<file path="src/rtl/rggen_rtl_pkg.sv">
// Shared register-bus types: access kinds and response status codes.
// Bit positions let decoders test write/non-posted without full compares.
package rggen_rtl_pkg;
  localparam int RGGEN_ACCESS_DATA_BIT       = 0;
  localparam int RGGEN_ACCESS_NON_POSTED_BIT = 1;

  typedef enum logic [1:0] {
    RGGEN_READ         = 2'b10,
    RGGEN_POSTED_WRITE = 2'b01,
    RGGEN_WRITE        = 2'b11
  } rggen_access;

  typedef enum logic [1:0] {
    RGGEN_OKAY         = 2'b00,
    RGGEN_EXOKAY       = 2'b01,
    RGGEN_SLAVE_ERROR  = 2'b10,
    RGGEN_DECODE_ERROR = 2'b11
  } rggen_status;
endpackage

</file>
<file path="src/rtl/rggen_access_timer.sv">
// Access watchdog: i_clear zeroes, i_count advances (saturating), o_expire
// flags the last allowed cycle. TIMEOUT_CYCLES=0 ties o_expire low.
module rggen_access_timer #(
  parameter int TIMEOUT_CYCLES = 0
) (
  input  logic i_clk,
  input  logic i_rst_n,
  input  logic i_clear,
  input  logic i_count,
  output logic o_expire
);
  localparam int W =
    (TIMEOUT_CYCLES == 0) ? 1 : $clog2(TIMEOUT_CYCLES + 1);
  localparam logic [W-1:0] LIMIT = W'(TIMEOUT_CYCLES);
  localparam logic [W-1:0] LAST  =
    (TIMEOUT_CYCLES == 0) ? '0 : W'(TIMEOUT_CYCLES - 1);

  logic [W-1:0] count;

  always_ff @(posedge i_clk or negedge i_rst_n) begin
    if (!i_rst_n) begin
      count <= '0;
    end else if (i_clear) begin
      count <= '0;
    end else if (i_count && (count != LIMIT)) begin
      count <= count + W'(1);
    end
  end

  assign o_expire = (TIMEOUT_CYCLES != 0) && (count == LAST);
endmodule

</file>
<file path="src/rtl/rggen_register_access_initiator.sv">
// Host-to-register-bus initiator: one command in flight, IDLE/ACCESS/RESPONSE.
// Ports: host cmd (valid/ready), response (valid/ready), register bus out/in.
module rggen_register_access_initiator
  import rggen_rtl_pkg::*;
#(
  parameter int                   ADDRESS_WIDTH   = 8,
  parameter int                   BUS_WIDTH       = 32,
  parameter int                   ALIGN_LSB       = 2,
  parameter int                   TIMEOUT_CYCLES  = 0,
  parameter logic [BUS_WIDTH-1:0] ERROR_READ_DATA = '0
) (
  input  logic                     i_clk,
  input  logic                     i_rst_n,
  input  logic                     i_host_valid,
  output logic                     o_host_ready,
  input  rggen_access              i_host_access,
  input  logic [ADDRESS_WIDTH-1:0] i_host_address,
  input  logic [BUS_WIDTH-1:0]     i_host_write_data,
  input  logic [BUS_WIDTH/8-1:0]   i_host_strobe,
  output logic                     o_resp_valid,
  input  logic                     i_resp_ready,
  output rggen_status              o_resp_status,
  output logic [BUS_WIDTH-1:0]     o_resp_read_data,
  output logic                     o_reg_valid,
  output rggen_access              o_reg_access,
  output logic [ADDRESS_WIDTH-1:0] o_reg_address,
  output logic [BUS_WIDTH-1:0]     o_reg_write_data,
  output logic [BUS_WIDTH/8-1:0]   o_reg_strobe,
  input  logic                     i_reg_active,
  input  logic                     i_reg_ready,
  input  rggen_status              i_reg_status,
  input  logic [BUS_WIDTH-1:0]     i_reg_read_data
);
  typedef enum logic [1:0] {
    IDLE     = 2'd0,
    ACCESS   = 2'd1,
    RESPONSE = 2'd2
  } state_e;

  localparam logic [ADDRESS_WIDTH-1:0] ADDR_MASK =
    ~ADDRESS_WIDTH'((64'd1 << ALIGN_LSB) - 64'd1);

  state_e               state;
  state_e               state_next;
  logic                 accept;
  logic                 complete;
  logic                 expire;
  logic                 host_write;
  rggen_status          status_next;
  logic [BUS_WIDTH-1:0] data_next;

  assign accept     = (state == IDLE) && i_host_valid;
  assign host_write = i_host_access[RGGEN_ACCESS_DATA_BIT];

  rggen_access_timer #(
    .TIMEOUT_CYCLES (TIMEOUT_CYCLES)
  ) u_timer (
    .i_clk    (i_clk),
    .i_rst_n  (i_rst_n),
    .i_clear  (accept),
    .i_count  (state == ACCESS),
    .o_expire (expire)
  );

  // Completion priority: decode miss, then register ready, then timeout.
  always_comb begin
    state_next  = state;
    complete    = 1'b0;
    status_next = RGGEN_OKAY;
    data_next   = '0;
    unique case (state)
      IDLE: begin
        if (i_host_valid) state_next = ACCESS;
      end
      ACCESS: begin
        priority case (1'b1)
          !i_reg_active: begin
            complete    = 1'b1;
            status_next = RGGEN_DECODE_ERROR;
            data_next   = ERROR_READ_DATA;
          end
          i_reg_ready: begin
            complete    = 1'b1;
            status_next = i_reg_status;
            if (!o_reg_access[RGGEN_ACCESS_DATA_BIT]) begin
              data_next = i_reg_read_data;
            end
          end
          expire: begin
            complete    = 1'b1;
            status_next = RGGEN_SLAVE_ERROR;
            data_next   = ERROR_READ_DATA;
          end
          default: ;
        endcase
        if (complete) state_next = RESPONSE;
      end
      RESPONSE: begin
        if (i_resp_ready) state_next = IDLE;
      end
      default: state_next = IDLE;
    endcase
  end

  always_ff @(posedge i_clk or negedge i_rst_n) begin
    if (!i_rst_n) begin
      state            <= IDLE;
      o_reg_access     <= RGGEN_READ;
      o_reg_address    <= '0;
      o_reg_write_data <= '0;
      o_reg_strobe     <= '0;
      o_resp_status    <= RGGEN_OKAY;
      o_resp_read_data <= '0;
    end else begin
      state <= state_next;
      if (accept) begin
        o_reg_access     <= i_host_access;
        o_reg_address    <= i_host_address & ADDR_MASK;
        o_reg_write_data <= i_host_write_data;
        o_reg_strobe     <= host_write ? i_host_strobe : '0;
      end
      if (complete) begin
        o_resp_status    <= status_next;
        o_resp_read_data <= data_next;
      end
    end
  end

  assign o_host_ready = (state == IDLE);
  assign o_reg_valid  = (state == ACCESS);
  assign o_resp_valid = (state == RESPONSE);
endmodule

</file>
<file path="config.mk">
export PLATFORM = sky130hd
export DESIGN_NAME = rggen_register_access_initiator
export DESIGN_NICKNAME = d
export VERILOG_FILES = /design/src/rtl/rggen_rtl_pkg.sv /design/src/rtl/rggen_access_timer.sv /design/src/rtl/rggen_register_access_initiator.sv
export SDC_FILE = /design/constraint.sdc
export NUM_CORES = 1
export LEC_CHECK = 0
export BUFFER_PORTS_ARGS = -buffer_cell sky130_fd_sc_hd__buf_2
export CELL_PAD_IN_SITES_DETAIL_PLACEMENT = 0
export CELL_PAD_IN_SITES_GLOBAL_PLACEMENT = 1
export CORE_ASPECT_RATIO = 2
export CORE_MARGIN = 1.5
export CORE_UTILIZATION = 33
export CTS_CLUSTER_DIAMETER = 120
export DETAILED_ROUTE_END_ITERATION = 12
export PLACE_DENSITY_LB_ADDON = 0.1
export RECOVER_POWER = 50
export SETUP_SLACK_MARGIN = 0.5
export SYNTH_ARGS = -nofsm -noshare
export SYNTH_HDL_FRONTEND = slang
export SYNTH_SLANG_ARGS = --single-unit
</file>
<file path="constraint.sdc">
create_clock -name i_clk -period 2.1 [get_ports i_clk]
set_clock_uncertainty 0.15 [all_clocks]
set_input_delay 0.315 -clock i_clk [delete_from_list [all_inputs] [get_ports i_clk]]
set_output_delay 0.315 -clock i_clk [all_outputs]
set_load 0.01 [all_outputs]
</file>
==> Yosys cells after proc, flatten, opt, wreduce, memory -nomap -nowiden <==
Index checks and enable logic that the tools add are counted.
{ "totals": {"regBits": 80, "input_bits": 86, "output_inout_bits": 83, "word_cells": 31} }
{ "op_classes": {"n_eq_ne": 5, "mux": 16, "n_reduce_logical": 3} }
{ "op_table": {"columns": ["op", "n"], "rows": [
  ["32-bit 2-to-1 mux", 4],
  ["2-bit 2-to-1 mux", 6],
  ["2-bit case mux with 3 select lines", 1],
  ["1-bit 2-to-1 mux", 4],
  ["4-bit 2-to-1 mux", 1],
  ["2-bit by 1-bit != test with 1-bit output (second input constant)", 2],
  ["3-bit AND reduction", 1],
  ["2-bit by 1-bit == test with 1-bit output (second input constant)", 1],
  ["2-bit == test (second input constant)", 1],
  ["2-bit zero test", 1],
  ["2-bit != test (second input constant)", 1],
  ["1-bit logical AND", 1]
]} }

==> Longest topological paths before layout <==
Gate-level depths: netlist of run 1.
{ "depth": {"depth_word": 5, "depth_mapped": 5, "mapped_depth_nobuf": 4} }

==> Cells and area by module <==
A second synthesis of run 1 with hierarchy kept.
{ "hier_totals": {"cells_unflattened": 199, "hier_area_um2": 3067.9} }
{ "modules_own_cells": {"columns": ["mod", "n_inst", "cells_each", "area_per_inst_um2"], "rows": [
  ["rggen_register_access_initiator", 1, 197, 3056.7],
  ["rggen_access_timer", 1, 2, 11.3]
]} }

==> Worst setup path before layout of run 1 <==
Ideal clock, no wire load.
{ "synth_path": {"path_kind": "register -> register", "from": "register state[0]", "to": "register o_reg_access[0]", "arrival_time_ps": 1287, "required_ps": 1823, "setup_slack_ps": 536, "path_stages_with_launch": 5, "cell_sequence": "dfrtp_1 nor3b_2 buf_4 buf_4 mux2_1"} }
{ "synth_between": {"elab_chain_len": 2} }
{ "synth_lines": {"columns": ["item", "line", "text"], "rows": [
  ["from (decl)", "rggen_register_access_initiator.sv:43", "state_e state;"],
  ["from (signal assigned)", "rggen_register_access_initiator.sv:115", "state <= state_next;"],
  ["2-bit zero test", "rggen_register_access_initiator.sv:52", "assign accept = (state == IDLE) && i_host_valid;"],
  ["1-bit logical AND", "rggen_register_access_initiator.sv:52", null],
  ["to (signal assigned)", "rggen_register_access_initiator.sv:117", "o_reg_access <= i_host_access;"],
  ["to (decl)", "rggen_register_access_initiator.sv:25", "output rggen_access o_reg_access,"]
]} }
Every way passes these cells.
A chain may end at the register's enable or synchronous reset.

==> Worst setup path after layout of run 1 <==
{ "layout_path": {"from": "register state[1]", "to": "output port o_reg_valid"} }
{ "layout_between": {"elab_chain_len": 1} }
{ "layout_lines": {"columns": ["item", "line", "text"], "rows": [
  ["2-bit by 1-bit == test with 1-bit output", "rggen_register_access_initiator.sv:130", "assign o_reg_valid = (state == ACCESS);"],
  ["to (decl)", "rggen_register_access_initiator.sv:24", "output logic o_reg_valid,"]
]} }
Every way passes these cells.

==> results.md, run 1 <==
- GRT busiest layer: met2
- Synth Area in Simple Gates: 0.0295
- Required time worst endpoint: 1.63 ns
- Worst r2r src: state[1]
- Routed via count: 2255
- H-tree Lvls: 3
- Setup tns final: 0 ns
- Global-route wire length before repair: 11700 um
- Largest family of logic cells by synthesized area: multiplexers
- Int Pwr: 4.46 mW
- Fillers: 843
- Syn Inst Count: 198
- I/O pin cnt: 169
- Multi-input gate area: 902 sq um
- Wirelength, routed: 7450 um
- Initial antenna violation count: 0
- Reg2reg path depth: 5
- Vias/cell: 4.75
- Crit path max-delay family: flip-flops
- Min cycle time layout: 1.68 ns
- Starting DRT DRC Count: 65
- Leak Pwr: 2.09 nW
- Startpoint types: flip-flop
- Core Rows: 49
- Core footprint: 8950 sq um
- Drt first pass iters: 4
- Setup crit start: state[1]
- Power share of the combinational group: 0.329
- Highest ir drop seen on vdd: 0.784 mV
- F_max: 595 MHz
- Chip height: 138 um
- Layout area overhead: 41.9%
- Root buffer cell: clkbuf_16
- Final nets: 454
- Rel. slew slack: 0.294
- Power Density: 1540 nW/um^2
- Worst stage delay on the critical path: 0.46 ns
- Compound-Gate Fraction of Synth Area: 0.114
- Most frequent cells in the layout: 108 x buf_2, 78 x dfrtp_1, 54 x clkbuf_1
- Vias in the first global route: 2323
- Slew Limit Fails: 0
- Met2 Track Usage GR: 0.263
- CTS tree: built
- CP max stage cell: dfrtp_1
- Inserted Diodes: 0
- FF-to-FF End: o_resp_read_data[8]
- RD Place Congestion: 0.733
- Share of cells above drive strength 1: 0.432
- Routed WL per cell: 15.7 um
- CTS buffer count: 9
- Crit Path Category: flip-flop to primary output
- Reg clk slew, reported paths: 0.06 ns
- Post-synthesis sequential area ratio: 0.666
- Warnings from Yosys: 0
- RSZ-0062 raised after global routing: true
- CP Max Fanout: 5
- GR Layer Usage met1: 0.174
- Gr usage total: 0.157
- HP Class: input port to flip-flop
- Switching Share: 0.321
- Synth Area in XOR/XNOR: 0
- Max Buffers Root-to-Sink: 2
- R2r setup slk: 0.48 ns
- Largest net degree at the start of global routing: 43
- Cell Chain, Critical Path: nand2b_1 > inv_4 > buf_6
- Post-synthesis mux area share: 0.150
- Min Hold Slack: 0.0215 ns
- CP Depth: 3
- Worst-margin pin slew: 1.06 ns
- Mapped Area: 3010 sq um
- Die Area: 9730 sq um
- Grt total ovfl: 0
- Register area: 2000 sq um
- P_sw: 2.11 mW
- DRC errors left: 0
- Status: finished, final reports clean
- Clock latency on the worst-skew pair: 0.33 ns
- Arr. time, crit path: 1.22 ns
- ANT nets after route: 0
- Die width: 70.5 um
- Initial Utilization: 0.336
- Setup violators final: 0
- Final hold viol count: 0
- Netlist cell types: 26
- Share of power burned in registers: 0.395
- Met3 usage: 0.0423
- Setup crit end kind: primary output
- Avg Inst Size Synth: 15.2 sq um
- Worst Setup EP: o_reg_valid
- Period utilization: 0.800
- Crit path buf inv count: 2
- Post-DP HPWL: 5530 um
- Yosys reg bits: 80
- Clock sinks: 80
- Commonest non-fill, non-tap cell in the layout: buf_2
- Post-synthesis adder-cell area fraction: 0
- Clk pwr share: 0.276
- Port Buffers: 164
- Total of max-cap violations: 0
-- power groups by stage --
stage	clock (mW)	combinational (mW)	sequential, mW
2_1_floorplan	0	0.905	2.93
3_3_place_gp	0	2.26	2.59
3_5_place_dp	0	2.30	2.60
4_1_cts	1.87	2.33	2.60
5_1_grt	1.93	2.35	2.70
6_report	1.82	2.16	2.60
-- layout make-up --
cell class	instances	area share
sequential	80	0.470
timing repair buffer	172	0.200
clock buffer	10	0.0560
inverter	6	0.00586
tap	102	0.0299
multi-input combinational	99	0.211
clock inverter	6	0.0273
-- state kept, by name, summed over array words and instances, names as in the netlist --
| signal | count |
|---|---|
| o_reg_access | 2 |
| o_reg_strobe | 4 |
| o_resp_status | 2 |
| o_reg_write_data | 32 |
| state | 2 |
| o_reg_address | 6 |
| o_resp_read_data | 32 |
-- worst reg2reg max path, cell delays in order (launching register included) --
cell      delay (ns)
dfrtp_1         0.46
nand2b_1        0.23
inv_4           0.10
nand2_1         0.05
buf_4           0.23
a22o_1          0.29
-- how the worst min path moves through the flow --
stage | start | to | cells past startpoint
global placement | i_rst_n | o_reg_write_data[28] | 1
finish | i_resp_ready | state[1] | 2
global route | i_resp_ready | state[1] | 2
detailed placement | i_rst_n | o_reg_write_data[28] | 1
floorplan | i_rst_n | o_reg_access[0] | 0
CTS | i_resp_ready | state[1] | 2
-- cells by family (layout without fill, tap and decap cells) --
| kind of cell | after synthesis | in the layout |
|---|---|---|
| flops | 80 | 80 |
| simple gates | 14 | 14 |
| mux | 40 | 40 |
| compound gates | 43 | 43 |
| buf+inv | 20 | 194 |
| other cells | 1 | 2 |
-- cells in the mapped netlist, drive strengths merged --
cell type / instances / area, sq um
dfrtp: 79 / 1980
mux2: 40 / 450
a22o: 31 / 272
buf: 14 / 98.8
inv: 6 / 22.5
o21ai: 5 / 25.0
nand3: 4 / 20.0
a21oi: 3 / 15.0
nand2b: 3 / 18.8
nor2: 2 / 7.51
nor3b: 2 / 20.0
a21boi: 1 / 7.51
a31o: 1 / 8.76
a31oi: 1 / 6.26
and2: 1 / 6.26
and4bb: 1 / 12.5
conb: 1 / 3.75
dfstp: 1 / 26.3
nand2: 1 / 3.75
o21bai: 1 / 7.51
-- metal layers --
| metal | vias up | part of all wire |
|---|---|---|
| li1 | 1054 | - |
| met5 | - | 0 |
| met3 | 15 | 0.072 |
| met4 | 0 | 0.034 |
| met2 | 116 | 0.51 |
| met1 | 1070 | 0.38 |
-- stage by stage --
step                setup WS [ns]  total power, mW   util  cell area, sq um  std cells
finish                      0.420             6.57  0.477              4270        475
CTS                         0.482             6.80  0.484              4330        475
global placement            0.473             4.85  0.440              3940        457
global route                0.250             6.98  0.477              4270        475
floorplan                   0.536             3.84      -              3010        199
detailed placement          0.452             4.90  0.440              3940        457
-- timing repair --
| action | 4_1_cts | 5_1_grt |
|---|---|---|
| setup endpoints to repair | 45 | 41 |
| hold buffers | 1 | 0 |
| endpoints found under the hold margin | 39 | 0 |
| gates resized for setup | 6 | 2 |
| setup buffers | 1 | 0 |
Note: power is estimated with default switching activity, not from simulation.
==> run 2, diff against run 1 <==
--- a/config.mk
+++ b/config.mk
@@ -5,12 +5,13 @@
 export SDC_FILE = /design/constraint.sdc
 export NUM_CORES = 1
 export LEC_CHECK = 0
+export ABC_AREA = 1
 export BUFFER_PORTS_ARGS = -buffer_cell sky130_fd_sc_hd__buf_2
 export CELL_PAD_IN_SITES_DETAIL_PLACEMENT = 0
 export CELL_PAD_IN_SITES_GLOBAL_PLACEMENT = 1
 export CORE_ASPECT_RATIO = 2
 export CORE_MARGIN = 1.5
-export CORE_UTILIZATION = 33
+export CORE_UTILIZATION = 32
 export CTS_CLUSTER_DIAMETER = 120
 export DETAILED_ROUTE_END_ITERATION = 12
 export PLACE_DENSITY_LB_ADDON = 0.1
==> constraint.sdc (replaced) <==
create_clock -name i_clk -period 1.65 [get_ports i_clk]
set_clock_uncertainty 0.15 [all_clocks]
set_input_delay 0.2475 -clock i_clk [delete_from_list [all_inputs] [get_ports i_clk]]
set_output_delay 0.2475 -clock i_clk [all_outputs]
set_load 0.01 [all_outputs]
==> results.md, run 2 <==
- Startpoint types: flip-flop
- Routed WL per cell: 14.6 um (-7.0%)
- Initial antenna violation count: 0 (unchanged)
- Worst-margin pin slew: 0.767 ns (-0.292 ns)
- Share of cells above drive strength 1: 0.424 (-0.00748)
- CP max stage cell: dfrtp_2
- Crit Path Category: flip-flop to primary output
- Vias in the first global route: 3796 (+63%)
- Drt first pass iters: 5 (+1)
- Final nets: 793 (+75%)
- Share of the synthesized area in the top cell type: 0.567 (-0.0903)
- DRC errors left: 0 (unchanged)
- Mapped Area: 3490 sq um (+16%)
- Routed via count: 3814 (+69%)
- Clock latency on the worst-skew pair: 0.33 ns (about the same)
- Most frequent cells in the layout: 128 x nand2_1, 113 x buf_2, 77 x dfrtp_1
- H-tree Lvls: 3 (unchanged)
- Register area: 2010 sq um (about the same)
- Global-route wire length before repair: 18900 um (+61%)
- Reg clk slew, reported paths: 0.06 ns (about the same)
- Layout area overhead: 81.5%
- Warnings from Yosys: 0 (unchanged)
- ANT nets after route: 0 (unchanged)
- Clock sinks: 80 (unchanged)
- Min cycle time layout: 1.53 ns
- Cell Chain, Critical Path: nor2_4 > buf_12 > buf_6
- I/O pin cnt: 169 (unchanged)
- CP Max Fanout: 3 (-2)
- Commonest cells post-synth: 166 x nand2_1, 79 x dfrtp_1, 71 x nand3_1
- F_max: 654 MHz
- Die Area: 11600 sq um (+19%)
- Slew Limit Fails: 0 (unchanged)
- Total power: 11.7 mW (+78%)
- Die width: 76.8 um (+8.9%)
- Worst r2r src: state[0]
- Reg2reg path depth: 8 (+3)
- Setup tns final: 0 ns (unchanged)
- Setup crit end kind: primary output
- Inserted Diodes: 0 (unchanged)
- Rel. slew slack: 0.489 (+0.195)
- Root buffer cell: clkbuf_16
- Highest ir drop seen on vdd: 0.972 mV (+24%)
- R2r setup slk: 0.16 ns (-0.32 ns)
- Worst Setup EP: o_host_ready
- Final Util: 0.600 (+0.123)
- Core footprint: 10500 sq um (+18%)
- Ys flop type: dfrtp_1
- Power Density: 1840 nW/um^2 (+20%)
- Worst stage delay on the critical path: 0.44 ns (-0.02 ns)
- Fillers: 957 (+14%)
- Arr. time, crit path: 1.13 ns (-0.09 ns)
- Commonest non-fill, non-tap cell in the layout: nand2_1
- Cell with the most instances after synthesis: nand2_1
- CTS tree: built
- Setup violators final: 0 (unchanged)
- Largest registers: o_reg_write_data: 32 flops, o_resp_read_data: 32 flops, o_reg_address: 6 flops
- Ranking of synthesized cells by area: dfrtp_1 57%, nand2_1 18%, nand3_1 10%
- CTS buffer count: 9 (unchanged)
- Largest net degree at the start of global routing: 81 (+88%)
- Gr usage total: 0.214 (+0.0578)
- Grt total ovfl: 0 (unchanged)
- Post-synth EDFFs: 0 (unchanged)
- Syn Inst Count: 427 (+120%)
- Post-synthesis sequential area ratio: 0.574 (-0.0914)
- Avg Inst Size Synth: 8.17 sq um (-46%)
- FF-to-FF End: o_resp_read_data[10]
- Status: finished, final reports clean
- Max Buffers Root-to-Sink: 2 (unchanged)
- RSZ-0062 raised after global routing: true
- Leak Pwr: 3.45 nW (+65%)
- Post-DP HPWL: 6480 um (+17%)
- RD Place Congestion: 0.743 (+1.3%)
- Chip height: 151 um (+9.1%)
- FFs w/ async S/R, synth: 1.00 (unchanged)
- Vias/cell: 4.49 (-5.4%)
- Setup crit start: state[1]
- Wirelength, routed: 12400 um (+66%)
- Port Buffers: 164 (unchanged)
- Final hold viol count: 0 (unchanged)
- Netlist cell types: 18 (-31%)
- Initial Utilization: 0.331 (-0.00533)
- Final instance area: 6330 sq um (+48%)
- Min Hold Slack: 0.00703 ns (-0.0145 ns)
- Starting DRT DRC Count: 117 (+80%)
- Post-synth top area cell: dfrtp_1
- Required time worst endpoint: 1.25 ns (-0.38 ns)
- Total of max-cap violations: 0 (unchanged)
- Core Rows: 53 (+8.2%)
- Yosys reg bits: 80 (unchanged)
- HP Class: input port to flip-flop
- Period utilization: 0.926
- Placed Area: 4450 sq um (+13%)
- Multi-input gate area: 1640 sq um (+82%)
-- run 2: changes by cell type in the layout (fill, tap and decap cells not counted), sizes merged, moves of 15 or more --
cell / previous run / this run
nand3: 4 / 71
dlygate4sd3: 1 / 38
mux2: 40 / 0
nor2: 2 / 36
a22o: 31 / 0
clkbuf: 65 / 50
buf: 116 / 205
inv: 6 / 37
nand2: 1 / 179
-- run 2: kinds of logic (layout without fill, tap and decap cells) --
| logic type | count (synthesis) | after routing | synth area share |
|---|---|---|---|
| AND/OR/NAND/NOR | 279 | 290 | 0.336 |
| flip-flops | 80 | 80 | 0.574 |
| buffers and inverters | 65 | 338 | 0.0861 |
| AO/OA/AOI/OAI | 2 | 2 | 0.00287 |
| other | 1 | 2 | 0.00108 |
-- run 2: worst min path at each step --
| stage | startpoint | depth (start not counted) | slack, ns | to |
|---|---|---|---|---|
| after floorplan | i_rst_n | 0 | -0.20 | o_reg_access[0] |
| after global placement | i_rst_n | 2 | 0.17 | o_resp_read_data[11] |
| after detailed placement | i_rst_n | 2 | 0.17 | o_resp_read_data[13] |
| after CTS | i_host_write_data[22] | 3 | 0.00006 | o_reg_write_data[22] |
| after global routing | i_host_write_data[23] | 3 | 0.003 | o_reg_write_data[23] |
| final | i_host_write_data[23] | 3 | 0.007 | o_reg_write_data[23] |
-- run 2: layout make-up --
cell class                      instances  area share
Sequential cell                        80       0.317
Multi-Input combinational cell        294       0.259
Tap cell                              137      0.0271
Inverter                               37      0.0219
Clock inverter                          7      0.0115
Clock buffer                            9      0.0356
Timing Repair Buffer                  285       0.328
-- run 2: what timing repair did --
item / CTS / global route
buffers inserted: 43 / 25
endpoints found under the hold margin: 116 / 0
hold buffers: 38 / 0
resized for setup: 89 / 32
pin swaps: 20 / 19
gates cloned: 14 / 1
endpoints found under the setup margin: 161 / 161
-- run 2: routing by layer --
layer	wire length, um	part of all wire	GRT usage
met2	6830	0.55	0.408
met1	4630	0.37	0.231
met3	604	0.049	0.0339
met5	0	0	0
met4	312	0.025	0.0880
-- run 2: per-stage QoR --
step                worst slack, ns  cells
floorplan                     0.401    428
global placement              0.156    712
detailed placement            0.144    712
CTS                          0.0919    823
global route                 0.0764    849
finish                        0.121    849
-- run 2: power breakdown --
group          switching, mW  internal (mW)  total (mW)
Combinational           3.12           3.14        6.26
Sequential             0.528           2.87        3.40
Clock                  0.832           1.17        2.00
-- run 2: critical path: cells and delay by family, from the launching register on --
family | cells | cell delay, ns
simple gates | 1 | 0.15
flops | 1 | 0.44
buf+inv | 2 | 0.21
==> run 3, diff against run 2 <==
--- a/config.mk
+++ b/config.mk
@@ -10,12 +10,11 @@
 export CELL_PAD_IN_SITES_DETAIL_PLACEMENT = 0
 export CELL_PAD_IN_SITES_GLOBAL_PLACEMENT = 1
 export CORE_ASPECT_RATIO = 2
-export CORE_MARGIN = 1.5
+export CORE_MARGIN = 8
 export CORE_UTILIZATION = 32
 export CTS_CLUSTER_DIAMETER = 120
 export DETAILED_ROUTE_END_ITERATION = 12
 export PLACE_DENSITY_LB_ADDON = 0.1
-export RECOVER_POWER = 50
 export SETUP_SLACK_MARGIN = 0.5
 export SYNTH_ARGS = -nofsm -noshare
 export SYNTH_HDL_FRONTEND = slang
==> constraint.sdc (replaced) <==
create_clock -name i_clk -period 1.65 [get_ports i_clk]
set_clock_uncertainty 0.15 [all_clocks]
set_input_delay 0 -clock i_clk [delete_from_list [all_inputs] [get_ports i_clk]]
set_output_delay 0 -clock i_clk [all_outputs]
set_load 0.01 [all_outputs]
==> results.md, run 3 (synthesis results as in run 2) <==
- Port Buffers: 164 (unchanged)
- Core footprint: 10700 sq um (+1.9%)
- Arr. time, crit path: 1.19 ns (+0.06 ns)
- Failing checks: hold timing
- Post-route setup slack: 0.313 ns (+0.192 ns)
- I/O pin cnt: 169 (unchanged)
- Total power: 10.1 mW (-14%)
- Root buffer cell: clkbuf_16
- Crit Path Category: flip-flop to primary output
- Highest ir drop seen on vdd: 0.665 mV (-32%)
- Multi-input gate area: 1340 sq um (-18%)
- ANT nets after route: 0 (unchanged)
- Wirelength, routed: 12300 um (-0.86%)
- Final hold viol count: 23 (+23)
- Register area: 2010 sq um (about the same)
- CTS tree: built
- Die width: 89.8 um (+17%)
- Clock latency on the worst-skew pair: 0.33 ns (about the same)
- Share of cells above drive strength 1: 0.334 (-0.0899)
- Chip height: 164 um (+8.6%)
- CP max stage cell: dfrtp_2
- Met2 WL: 5610 um (-18%)
- Most frequent cells in the layout: 158 x buf_2, 155 x nand2_1, 85 x dlygate4sd3_1
- Total of max-cap violations: 0 (unchanged)
- Die Area: 14700 sq um (+27%)
- Crit path max-delay family: flip-flops
- Max Buffers Root-to-Sink: 2 (unchanged)
- Power Density: 1660 nW/um^2 (-9.9%)
- Core Rows: 54 (+1.9%)
- Reg2reg path depth: 5 (-3)
- CP Max Fanout: 8 (+5)
- R2r setup slk: 0.33 ns (+0.17 ns)
- Slew Limit Fails: 0 (unchanged)
- M1 wire length: 5640 um (+22%)
- CP Depth: 4 (+1)
- Final nets: 778 (-1.9%)
- CTS buffer count: 9 (unchanged)
- Inserted Diodes: 0 (unchanged)
- Post-DP HPWL: 7370 um (+14%)
- Fillers: 1021 (+6.7%)
- Vias in the first global route: 3808 (+0.32%)
- Routed WL per cell: 14.7 um (+0.56%)
- Vias/cell: 4.37 (-2.8%)
- Startpoint types: flip-flop
- Final instance area: 6050 sq um (-4.4%)
- Pre-CTS setup slack: 0.154 ns (+0.0100 ns)
- Min cycle time layout: 1.34 ns (-0.192 ns)
- Largest registers: o_reg_write_data: 32 flops, o_resp_read_data: 32 flops, o_reg_address: 6 flops
- Min Hold Slack: -0.0280 ns (-0.0350 ns)
- Top sig layer: met4
- F_max: 748 MHz (+14%)
- Setup crit end kind: primary output
- Setup violators final: 0 (unchanged)
- Period utilization: 0.810 (-0.116)
- Crit path buf inv count: 3 (+1)
- Worst Setup EP: o_reg_valid
- Setup crit start: state[0]
- Initial Utilization: 0.325 (-0.00613)
- Initial antenna violation count: 0 (unchanged)
- Clock sinks: 80 (unchanged)
- RSZ-0062 raised after global routing: true
- HP Class: input port to async pin
- Placed Area: 4470 sq um (+0.42%)
- Met3 routed wirelength: 883 um (+46%)
- Drt first pass iters: 4 (-1)
- Reg clk slew, reported paths: 0.06 ns (about the same)
- Setup tns final: 0 ns (unchanged)
- Leak Pwr: 3.42 nW (-0.99%)
- Gr usage total: 0.164 (-0.0506)
- Global-route wire length before repair: 19600 um (+3.3%)
- Starting DRT DRC Count: 141 (+21%)
- Routed via count: 3656 (-4.1%)
- Worst r2r src: state[1]
- Status: finished with violations
- Required time worst endpoint: 1.50 ns (+0.25 ns)
- FF-to-FF End: o_reg_write_data[13]
- H-tree Lvls: 3 (unchanged)
- Worst stage delay on the critical path: 0.40 ns (-0.04 ns)
- RD Place Congestion: 0.712 (-4.2%)
- Cell Chain, Critical Path: inv_2 > nor2_4 > buf_12 > buf_6
- Commonest non-fill, non-tap cell in the layout: buf_2
- DRC errors left: 0 (unchanged)
- Largest net degree at the start of global routing: 30 (-63%)
- Layout area overhead: 73.5%
- Grt total ovfl: 0 (unchanged)
==> run 3: stage by stage <==
| step | std cells | utilization |
|---|---|---|
| detailed placement | 717 | 0.416 |
| global route | 837 | 0.563 |
| floorplan | 428 | - |
| global placement | 717 | 0.416 |
| CTS | 831 | 0.548 |
| finish | 837 | 0.563 |
==> run 3: layout make-up <==
type | instances | area share
Timing Repair Buffer | 276 | 0.343
Sequential cell | 80 | 0.332
Multi-Input combinational cell | 288 | 0.222
Clock buffer | 12 | 0.0424
Tap cell | 140 | 0.0289
Inverter | 37 | 0.0236
Clock inverter | 4 | 0.00868
==> run 3: power by group <==
| group | total (mW) | internal (mW) | switching, mW |
|---|---|---|---|
| Clock | 2.05 | 1.26 | 0.793 |
| Combinational | 4.63 | 2.10 | 2.53 |
| Sequential | 3.38 | 2.87 | 0.503 |
==> run 3: timing repair <==
item	4_1_cts	5_1_grt
gates resized for setup	21	25
hold endpoints to repair	158	0
hold buffers	86	0
cloned	4	3
setup endpoints to repair	85	85
pin swaps	4	2
setup buffers	8	3
==> run 3: worst min path at each step <==
stage,start,end,slack [ns]
CTS,i_rst_n,o_resp_read_data[26],-0.02
global route,i_rst_n,o_resp_read_data[26],0.007
finish,i_rst_n,o_resp_read_data[26],-0.03
floorplan,i_rst_n,o_reg_access[0],-0.45
global placement,i_rst_n,o_resp_read_data[26],-0.20
detailed placement,i_rst_n,o_resp_read_data[26],-0.20
==> run 3: routing by layer <==
metal,up-vias,GRT usage
li1,1849,-
met3,11,0.0561
met5,-,0
met1,1670,0.208
met2,126,0.256
met4,0,0.0473
